--- config.mk ---
export PLATFORM = sky130hd
export DESIGN_NAME = wrr_arbiter
export DESIGN_NICKNAME = d
export VERILOG_FILES = /design/src/rtl/wrr_arbiter.sv
export SDC_FILE = /design/constraint.sdc
export NUM_CORES = 1
export LEC_CHECK = 0
export ABC_AREA = 1
export BUFFER_PORTS_ARGS = -buffer_cell sky130_fd_sc_hd__buf_2
export CORE_MARGIN = 2
export CORE_UTILIZATION = 25
export CTS_CLUSTER_SIZE = 8
export DETAILED_ROUTE_END_ITERATION = 12
export PLACE_DENSITY = 0.49
export SLEW_MARGIN = 25
export SYNTH_ARGS = -nofsm -noshare
export SYNTH_HDL_FRONTEND = slang
export SYNTH_SLANG_ARGS = --single-unit
--- constraint.sdc ---
create_clock -name clk -period 4.1 [get_ports clk]
set_clock_uncertainty 0.05 [all_clocks]
set_input_delay 0.41 -clock clk [delete_from_list [all_inputs] [get_ports clk]]
set_output_delay 0.41 -clock clk [all_outputs]
set_load 0.02 [all_outputs]
--- src/rtl/wrr_arbiter.sv ---
// ---------------------------------------------------------------------------
// wrr_arbiter
//
// Weighted round-robin arbiter. Each requestor holds the grant for up to
// weight[i] accepted beats. After that, priority rotates to the next
// requestor. The grant is registered as a one-hot vector plus an encoded
// index, and is offered to the consumer with a valid/ready handshake.
//
// Parameters
//   NUM_REQ   number of requestors (>= 2)
//   WEIGHT_W  bits per weight field; max burst = 2**WEIGHT_W-1 beats
//
// Ports
//   clk         clock, all logic on posedge
//   rst         synchronous reset, active-high
//   req         request vector, bit i = requestor i
//   weight      packed weights, weight[i] at [i*WEIGHT_W +: WEIGHT_W]
//   gnt         registered one-hot grant (zero when gnt_valid=0)
//   gnt_enc     registered index of the granted requestor
//   gnt_valid   grant is presented to the consumer
//   gnt_ready   consumer accepts the current beat
//   burst_last  current beat is the last one of the owner's burst
//   lock        (WRR_ARB_LOCK_EN only) owner keeps the grant past its weight
//
// Optional feature macro: WRR_ARB_LOCK_EN
// ---------------------------------------------------------------------------
module wrr_arbiter #(
  parameter int NUM_REQ  = 10,
  parameter int WEIGHT_W = 4
) (
  input  logic                         clk,
  input  logic                         rst,
  input  logic [NUM_REQ-1:0]           req,
  input  logic [NUM_REQ*WEIGHT_W-1:0]  weight,
  output logic [NUM_REQ-1:0]           gnt,
  output logic [$clog2(NUM_REQ)-1:0]   gnt_enc,
  output logic                         gnt_valid,
  input  logic                         gnt_ready,
`ifdef WRR_ARB_LOCK_EN
  input  logic [NUM_REQ-1:0]           lock,
`endif
  output logic                         burst_last
);

  localparam int IDX_W = $clog2(NUM_REQ);
  localparam logic [IDX_W:0]   NREQ_W   = (IDX_W+1)'(NUM_REQ);
  localparam logic [IDX_W-1:0] PTR_INIT = IDX_W'(NUM_REQ-1);

  typedef enum logic {IDLE, GRANT} state_t;

  state_t                state_q, state_d;
  logic [NUM_REQ-1:0]    gnt_q, gnt_d;
  logic [IDX_W-1:0]      enc_q, enc_d;
  logic [WEIGHT_W-1:0]   beat_q, beat_d;
  logic [IDX_W-1:0]      ptr_q, ptr_d;

  logic [WEIGHT_W-1:0]   w_arr [NUM_REQ];
  logic [NUM_REQ-1:0]    elig;
  logic [WEIGHT_W-1:0]   w_own;
  logic [WEIGHT_W:0]     cnt_nxt;
  logic                  cnt_room;
  logic                  keep_lock;
  logic [IDX_W-1:0]      pick_last;
  logic [IDX_W:0]        pick_res;
  logic                  pick_found;
  logic [IDX_W-1:0]      pick_idx;

  // Round-robin pick: the vector is rotated so that bit (last+1) lands at
  // position 0. A fixed-priority search then finds the lowest set bit, and
  // the offset is mapped back to a requestor index. 'last' itself ends up
  // at the top position, so it has the lowest priority.
  function automatic logic [IDX_W:0] rr_pick(input logic [NUM_REQ-1:0] e,
                                             input logic [IDX_W-1:0]   last);
    logic [2*NUM_REQ-1:0] dbl;
    logic [NUM_REQ-1:0]   rot;
    logic [IDX_W:0]       k_w;
    logic [IDX_W:0]       s;
    dbl = {e, e} >> ({1'b0, last} + 1'b1);
    rot = dbl[NUM_REQ-1:0];
    k_w = '0;
    for (int k = NUM_REQ-1; k >= 0; k--) begin
      if (rot[k]) k_w = (IDX_W+1)'(k);
    end
    s = {1'b0, last} + 1'b1 + k_w;
    if (s >= NREQ_W) s = s - NREQ_W;
    return {|rot, s[IDX_W-1:0]};
  endfunction

  function automatic logic [NUM_REQ-1:0] onehot(input logic [IDX_W-1:0] idx);
    return NUM_REQ'(1) << idx;
  endfunction

  always_comb begin
    elig = '0;
    for (int i = 0; i < NUM_REQ; i++) begin
      w_arr[i] = weight[i*WEIGHT_W +: WEIGHT_W];
      elig[i]  = req[i] & (w_arr[i] != '0);
    end
  end

  // The owner's weight is read live, so lowering it mid-burst takes
  // effect on the next accept.
  assign w_own    = w_arr[enc_q];
  assign cnt_nxt  = {1'b0, beat_q} + 1'b1;
  assign cnt_room = cnt_nxt < {1'b0, w_own};

`ifdef WRR_ARB_LOCK_EN
  assign keep_lock = lock[enc_q] & req[enc_q] & (w_own != '0);
`else
  assign keep_lock = 1'b0;
`endif

  // In IDLE the scan starts after the stored pointer. On a burst switch
  // it starts after the current owner, because the pointer moves to the
  // owner in the same cycle.
  assign pick_last  = (state_q == GRANT) ? enc_q : ptr_q;
  assign pick_res   = rr_pick(elig, pick_last);
  assign pick_found = pick_res[IDX_W];
  assign pick_idx   = pick_res[IDX_W-1:0];

  always_comb begin
    state_d = state_q;
    gnt_d   = gnt_q;
    enc_d   = enc_q;
    beat_d  = beat_q;
    ptr_d   = ptr_q;
    case (state_q)
      IDLE: begin
        if (pick_found) begin
          state_d = GRANT;
          gnt_d   = onehot(pick_idx);
          enc_d   = pick_idx;
          beat_d  = '0;
        end
      end
      GRANT: begin
        // Without an accept, everything is held. A grant is never
        // withdrawn before the consumer takes the beat.
        if (gnt_ready) begin
          if (keep_lock) begin
            // Locked owner: the count saturates at weight-1 and the
            // pointer stays where it is.
            if (cnt_room) beat_d = cnt_nxt[WEIGHT_W-1:0];
            else          beat_d = w_own - 1'b1;
          end else if (elig[enc_q] && cnt_room) begin
            beat_d = cnt_nxt[WEIGHT_W-1:0];
          end else begin
            ptr_d  = enc_q;
            beat_d = '0;
            if (pick_found) begin
              gnt_d = onehot(pick_idx);
              enc_d = pick_idx;
            end else begin
              state_d = IDLE;
              gnt_d   = '0;
              enc_d   = '0;
            end
          end
        end
      end
      default: begin
        state_d = IDLE;
        gnt_d   = '0;
        enc_d   = '0;
        beat_d  = '0;
      end
    endcase
  end

  always_ff @(posedge clk) begin
    if (rst) begin
      state_q <= IDLE;
      gnt_q   <= '0;
      enc_q   <= '0;
      beat_q  <= '0;
      ptr_q   <= PTR_INIT;
    end else begin
      state_q <= state_d;
      gnt_q   <= gnt_d;
      enc_q   <= enc_d;
      beat_q  <= beat_d;
      ptr_q   <= ptr_d;
    end
  end

  assign gnt        = gnt_q;
  assign gnt_enc    = enc_q;
  assign gnt_valid  = (state_q == GRANT);
  assign burst_last = gnt_valid & (cnt_nxt >= {1'b0, w_own});

endmodule

==> summary.txt, run 1 <==
Yosys
  – Post-synth EDFFs: 0
  – Cells after synthesis: 475
  – Yosys reg bits: 23
  – Synth warnings: 0
  – Sequential fraction of the synthesis area: 15.7%
  – Syn Nets: 539
  – Library cells used by synthesis: 41
  – Ys flop type: dfxtp_1
  – Mapped cell area: approximately 0.0029 mm²
  – Async S/R FF share, synth: 0%
  – Mapped Avg Cell Area: 6.16 µm²

Run status
  – Status: completed

Clock network
  – Root Driver: clkbuf_16
  – CTS buffer count: 3
  – Clk pin slew, worst setup/hold paths: 0.06 ns
  – CTS tree: built
  – Clock Path Buffers: 2
  – Clock Sinks: 23
  – H-tree lvl count: 1
  – Clock latency on the worst-skew pair: 0.25 ns

Placement
  – Routability congestion estimate: 0.897
  – Place WS: -0.148 ns
  – DP Area: 0.00375 mm²
  – PortBufs: 68
  – Detailed placer's ending HPWL: 7680 µm

Floorplan
  – Die area: 0.0126 mm²
  – Die Y: 112 µm
  – Core outline area: 0.0114 mm²
  – Die width: about 110 µm
  – I/O pins: between 60 and 70
  – Rows: 39
  – Initial core utilization: 25.6%

Timing
  – Period utilization: 95.3%
  – Slew headroom: 67.9%
  – Setup-failing EPs final: 0
  – Final WS setup: 0.192 ns
  – Max-slew violations: 0
  – Least-Margin Pin Slew: 0.478 ns
  – Final Hold Vio Count: 0
  – Post-Route Setup TNS: 0 ns
  – Fmax: 256 MHz
  – Minimum clock period: 3.91 ns

Setup path
  – Max incr delay on CP: between 0.5 and 0.6 ns
  – Critical Path Most Common Cell: nand2_1
  – Worst R2R Start: gnt_valid$_SDFF_PP0_
  – Arr. time, crit path: 4.05 ns
  – Setup Crit Path Kind: reg -> reg
  – Critical path's slowest cell: fa_2
  – CP Data Required Time: 4.24 ns
  – Worst Setup Start Kind: flip-flop
  – Reg2Reg Depth: 28
  – Worst Setup End Kind: flip-flop
  – Max FO, Critical Path: 5
  – R2r setup slk: 0.19 ns
  – Critical R2R Capture: gnt[2]$_SDFFE_PP0P_

GRT
  – Initial antenna violation count: 0
  – Grt ovf: 0
  – First-pass GRT wire length: around 16,000 µm
  – Vias in the first global route: 3,530
  – GRT Total Usage: 15.2%
  – Largest net degree at the start of global routing: 25

Detailed routing
  – Vias: 3,658
  – DRC Markers: 0
  – Initial DRC Count: 156
  – Final WL: 10,100 µm
  – DR pass1 iterations: 6
  – Vias per cell: 4.96
  – DRT antenna net count: 0
  – DR WL/cell: 13.7 µm

Final layout
  – Synthesis-to-finish area growth: 44.7%
  – Layout cells sized above 1: 43.4%
  – Most frequent cells in the layout: 93 x nand2_1, 68 x buf_2, 63 x nand3_1
  – Final instance area: 0.00424 mm²
  – Commonest non-fill, non-tap cell in the layout: nand2_1
  – Diode count: 0
  – Net count, final: 659

Run
  – Max-cap violation count: 0

Power and ir drop
  – Max VDD drop: roughly 0.34 mV
  – Cell Pwr Density: 755 mW/mm²
  – Lkg Pwr: approximately 2 nW

Min path
  – Hold path cells: 2
  – Hold Path Sink: gnt[4]$_SDFFE_PP0P_
  – Class of the worst hold path: reg -> reg
  – HP Start: gnt[4]$_SDFFE_PP0P_
==> stage by stage <==
| stage | hold WS [ns] | instances | util [%] | power, mW |
|---|---|---|---|---|
| 2_1_floorplan | 0.396 | 475 | - | 1.76 |
| 4_1_cts | 0.425 | 725 | 33.7 | 2.66 |
| 3_5_place_dp | 0.417 | 721 | 32.8 | 2.42 |
| 6_report | 0.421 | 737 | 37.1 | 3.20 |
| 5_1_grt | 0.444 | 737 | 37.1 | 3.50 |
| 3_3_place_gp | 0.408 | 721 | 32.8 | 2.40 |
==> synthesized netlist by cell type, types with 6 or more instances <==
cell type	instances	share of area (%)
a21oi_1	13	2.2
a21oi_2	10	3.0
buf_2	9	1.5
dfxtp_1	23	16
ha_1	10	4.3
inv_1	34	4.4
nand2_1	108	14
nand2_2	16	3.4
nand3_1	75	13
nand3_2	25	8.6
nor2_1	66	8.5
o211ai_1	6	1.5
o21ai_0	26	4.4
o221ai_1	6	1.8
==> logic make-up after synthesis <==
| kind of cell | Yosys count | synth area share [%] |
|---|---|---|
| DFF | 23 | 15.7 |
| adders and majority gates | 11 | 4.96 |
| xor gates and xnor gates | 3 | 0.898 |
| buffers and inverters | 58 | 9.45 |
| and+or+nand+nor | 305 | 52.2 |
| muxes | 2 | 0.684 |
| AOI/OAI and AO/OA | 73 | 16.0 |
==> flip-flops by register name (all words and copies together) (netlist names) <==
signal / count
gnt_enc: 4
gnt: 10
gnt_valid: 1
beat_q: 4
ptr_q: 4
==> worst max-delay path: cells and delay by family (launching register included) <==
kind	cells	cell delay (ns)
simple gates	15	1.41
fa+ha+maj	1	0.52
buf+inv	8	0.95
flops	1	0.36
compound gates	4	0.55
==> worst max path at each step <==
stage | startpoint | endpoint | slack, ns | cells past startpoint
after floorplan | gnt_valid$_SDFF_PP0_ | gnt[4]$_SDFFE_PP0P_ | 0.02 | 32
after global placement | gnt_valid$_SDFF_PP0_ | gnt[9]$_SDFFE_PP0P_ | -0.04 | 32
after detailed placement | gnt_valid$_SDFF_PP0_ | gnt[9]$_SDFFE_PP0P_ | -0.15 | 35
after CTS | gnt_valid$_SDFF_PP0_ | gnt[9]$_SDFFE_PP0P_ | 0.06 | 32
after global routing | gnt_valid$_SDFF_PP0_ | gnt[7]$_SDFFE_PP0P_ | -0.06 | 35
final | gnt_valid$_SDFF_PP0_ | gnt[2]$_SDFFE_PP0P_ | 0.19 | 28
==> power breakdown <==
group	total (mW)	internal, mW	switching [mW]
registers	0.326	0.288	0.0384
clock network	0.213	0.133	0.0803
logic	2.66	1.11	1.55
==> routing by layer <==
metal,vias to the layer above,share of wire (%),track usage [%]
met1,1691,47,20.8
met2,106,45,25.3
li1,1841,-,-
met4,0,1.8,3.90
met5,-,0,0
met3,20,5.9,2.05
==> final cells by class <==
class                   instances  area (µm²)
inverters                      38         154
well taps                     143         179
multi-input cells             394        2460
repair buffers                135         893
clock buffers                   4        78.8
fillers                      1261        7180
flip-flops and latches         23         465
==> what timing repair did <==
item | in CTS | in global routing
gates resized for setup | 6 | 84
hold buffers | 0 | 0
endpoints found under the setup margin | 11 | 12
setup buffers | 0 | 10
endpoints found under the hold margin | 0 | 0
gates cloned | 0 | 3
pin swaps | 0 | 28
Note: power is estimated with default switching activity, not from simulation.
==> inputs of run 2 (changes only) <==
Settings changed: ABC_AREA 1 to unset.
==> run 2 against run 1 <==
The flow now finishes with violations (setup timing). Combinational power grew 2%. Sequential share of layout area grew 0.38 points. Highest routed layer unchanged. Maximum frequency shrank 11%. Final area shrank 3.6%. Flip-flop and latch count is the same. Final cell count shrank 18%.
==> summary.txt, run 2 <==
Run status
  – Status: finished, violations left
  – Failing checks: setup timing

Detailed routing
  – Final WL: 9440 µm (-6.3%)
  – DRT antenna net count: 0 (unchanged)
  – DR pass1 iterations: 4 (-2)
  – DRC Markers: 0 (unchanged)
  – Initial DRC Count: 271 (+74%)
  – Vias: 3,173 (-13%)
  – Vias per cell: 5.25 (+5.8%)
  – DR WL/cell: 15.6 µm (+14%)

GRT
  – Vias in the first global route: 3,022 (-14%)
  – First-pass GRT wire length: 14,800 µm (-9.5%)
  – Initial antenna violation count: 0 (unchanged)
  – Grt ovf: 0 (unchanged)
  – Largest net degree at the start of global routing: 21 (-16%)
  – GRT Total Usage: 15.5% (+0.30 points)

Final layout
  – Net count, final: 529 (-20%)
  – Synthesis-to-finish area growth: 50.3%
  – Flip-flop count of the largest register after layout: 10 (unchanged)
  – Diode count: 0 (unchanged)
  – Most frequent cells in the layout: 83 x buf_4, 68 x buf_2, 38 x nand2_1
  – Fillers: 1,137 (-9.8%)
  – Commonest non-fill, non-tap cell in the layout: buf_4
  – Layout cells sized above 1: 50.4% (+7.0 points)

Placement
  – Detailed placer's ending HPWL: 7410 µm (-3.5%)
  – PortBufs: 68 (unchanged)
  – Place WS: -0.450 ns (-0.302 ns)
  – Routability congestion estimate: 0.896 (about the same)

Power and ir drop
  – Clock power frac: 4.7% (-2.0 points)
  – Sw power: 1.40 mW (-16%)
  – Flop pwr share: 10.0% (-0.2 points)
  – Switching part of the total power: 44.0% (-8.3 points)
  – Cell Pwr Density: 781 mW/mm² (+3.5%)
  – Max VDD drop: 0.595 mV (+73%)
  – Cell-internal power: 1.79 mW (+17%)
  – Lkg Pwr: 1.76 nW (-12%)
  – Design Power: 3.19 mW (-0.29%)
  – Combinational share of power: 85.3% (+2.2 points)

Yosys
  – Syn Nets: 390 (-28%)
  – Largest cells by area after synthesis: dfxtp_1 17%, mux4_2 11%, mux2i_1 7.7%
  – Post-synth top area share: 17.0% (+1.2 points)
  – Mapped cell area: 0.00272 mm² (-7.2%)
  – Ys flop type: dfxtp_1
  – Cells after synthesis: 326 (-31%)
  – Library cells used by synthesis: 61 (+49%)
  – Synth area leader: dfxtp_1
  – Mapped Avg Cell Area: 8.33 µm² (+35%)
  – Most common cell in the synthesized netlist: nand2_1
  – Yosys reg bits: 23 (unchanged)
  – Sequential fraction of the synthesis area: 17.0% (+1.2 points)
  – Async S/R FF share, synth: 0% (unchanged)
  – Post-synth top cells: 39 x nand2_1, 23 x dfxtp_1, 21 x mux2i_1, 20 x nor2_1, 18 x nor3_1
  – Synth warnings: 0 (unchanged)
  – Post-synth EDFFs: 0 (unchanged)

Clock network
  – CTS tree: built
  – Clk pin slew, worst setup/hold paths: 0.09 ns (+0.03 ns)
  – H-tree lvl count: 1 (unchanged)
  – Clock latency on the worst-skew pair: 0.27 ns (+0.02 ns)
  – CTS buffer count: 3 (unchanged)
  – Clock Path Buffers: 2 (unchanged)
  – Root Driver: clkbuf_8
  – Clock Sinks: 23 (unchanged)

Setup path
  – Setup Crit Path Kind: reg -> reg
  – CP Data Required Time: 4.24 ns (about the same)
  – Max FO, Critical Path: 7 (+2)
  – Critical Path Most Common Cell: inv_2
  – Critical path's top delay family: multiplexers
  – Worst Setup Start Kind: flip-flop
  – Critical-path cell list: mux2_4 > buf_6 > mux4_2 > mux4_2 > o2111ai_2 > nand3_1 > ha_2 > inv_2 > fa_2 > inv_2 > ha_4 > inv_2 > a31oi_1 > o31a_1 > mux2_4 > o21ba_4 > o21ai_2 > o32ai_1
  – Max incr delay on CP: 0.56 ns (+0.04 ns)
  – Critical path's slowest cell: mux4_2
  – Arr. time, crit path: 4.55 ns (+0.50 ns)
  – CP bufs+invs: 4 (-4)
  – Worst Setup End Kind: flip-flop

Floorplan
  – Die width: 108 µm (-3.5%)
  – Die area: 0.0117 mm² (-7.0%)
  – Die Y: 108 µm (-3.5%)
  – Rows: 38 (-2.6%)
  – Core outline area: 0.0107 mm² (-6.3%)
  – Initial core utilization: 25.4% (-0.25 points)
  – I/O pins: 69 (unchanged)

Timing
  – Final WS setup: -0.305 ns (-0.497 ns)
  – Max-slew violations: 0 (unchanged)
  – Setup-failing EPs final: 13 (+13)
  – Period utilization: 107% (+12 points)
  – RSZ-0062 raised after global routing: true
  – Slew headroom: 63.7% (-4.2 points)
  – Least-Margin Pin Slew: 0.540 ns (+0.0628 ns)
  – Minimum clock period: 4.40 ns (+0.497 ns)
  – Fmax: 227 MHz (-11%)
  – Final Hold Vio Count: 0 (unchanged)

Min path
  – Class of the worst hold path: reg -> reg

Run
  – Max-cap violation count: 0 (unchanged)
==> run 2: cell count changes in the layout (fill, tap and decap cells not counted), moves of 7 or more <==
cell,change
nand2_1,-55
nand3_1,-51
nor2_1,-39
nand3_2,-33
buf_4,+25
nand2_2,-24
inv_1,-14
mux4_2,+13
nor3_1,+13
mux2i_1,+12
o21ai_0,-12
a21oi_2,-10
o32ai_1,+8
nor2b_1,+7
==> run 2: power groups by stage <==
stage               combinational [mW]  sequential, mW  clock (mW)
global placement                  2.27           0.323           0
CTS                               2.58           0.319       0.154
detailed placement                2.28           0.324           0
floorplan                         1.41           0.382           0
global route                      2.96           0.325       0.161
finish                            2.72           0.319       0.149
==> run 2: what timing repair did <==
item / CTS / global route
endpoints found under the setup margin: 13 / 14
pin swaps: 11 / 8
gates cloned: 0 / 0
buffers inserted: 4 / 3
hold buffers: 0 / 0
resized for setup: 21 / 16
==> run 2: routing by layer <==
layer / wire (µm) / part of all wire (%) / vias up / track usage (%)
li1: - / - / 1544 / -
met1: 4450 / 47 / 1508 / 21.1
met2: 4390 / 46 / 115 / 26.6
met3: 557 / 5.9 / 6 / 2.65
met4: 45 / 0.48 / 0 / 1.65
met5: 0 / 0 / - / 0
==> run 2: cell type report <==
class	instances	area (µm²)	area share [%]
Clock buffer	3	41.3	1.01
Tap cell	140	175	4.29
Clock inverter	1	7.51	0.184
Multi-Input combinational cell	265	2320	56.9
Sequential cell	23	464	11.4
Timing Repair Buffer	153	986	24.2
Inverter	19	83.8	2.05
==> run 2: stage by stage <==
| stage | hold slack, ns | TNS (ns) | cells | instance area [µm²] | utilization (%) |
|---|---|---|---|---|---|
| finish | 0.425 | -2.64 | 604 | 4080 | 38.2 |
| global route | 0.442 | -5.27 | 604 | 4080 | 38.2 |
| CTS | 0.427 | -1.66 | 601 | 3990 | 37.3 |
| detailed placement | 0.412 | -4.23 | 594 | 3810 | 35.6 |
| global placement | 0.408 | -4.29 | 594 | 3810 | 35.6 |
| floorplan | 0.430 | -1.47 | 326 | 2800 | - |
==> run 2: worst reg2reg max path, stage by stage (launching register included) <==
cell	delay, ns
dfxtp_4	0.40
mux2_4	0.39
buf_6	0.18
mux4_2	0.47
mux4_2	0.56
o2111ai_2	0.11
nand3_1	0.10
ha_2	0.19
inv_2	0.06
fa_2	0.44
inv_2	0.09
ha_4	0.14
inv_2	0.04
a31oi_1	0.16
o31a_1	0.24
mux2_4	0.33
o21ba_4	0.22
o21ai_2	0.06
o32ai_1	0.11
==> run 2: worst paths after layout <==
path                            slack, ns                   to                  from  depth (start not counted)
worst max-delay path                -0.30  gnt[1]$_SDFFE_PP0P_  gnt_valid$_SDFF_PP0_                         18
worst min register to register       0.42  gnt[1]$_SDFFE_PP0P_   gnt[1]$_SDFFE_PP0P_                          2
worst max register to register      -0.30  gnt[1]$_SDFFE_PP0P_  gnt_valid$_SDFF_PP0_                         18
worst min-delay path                 0.42  gnt[1]$_SDFFE_PP0P_   gnt[1]$_SDFFE_PP0P_                          2
==> run 2: cells by family after synthesis <==
logic type | Yosys count | share of synthesized area [%]
compound gates | 93 | 27.4
xor+xnor | 4 | 1.29
fa+ha+maj | 11 | 5.35
buf+inv | 38 | 6.36
flops | 23 | 17.0
mux | 42 | 22.5
simple gates | 115 | 20.2
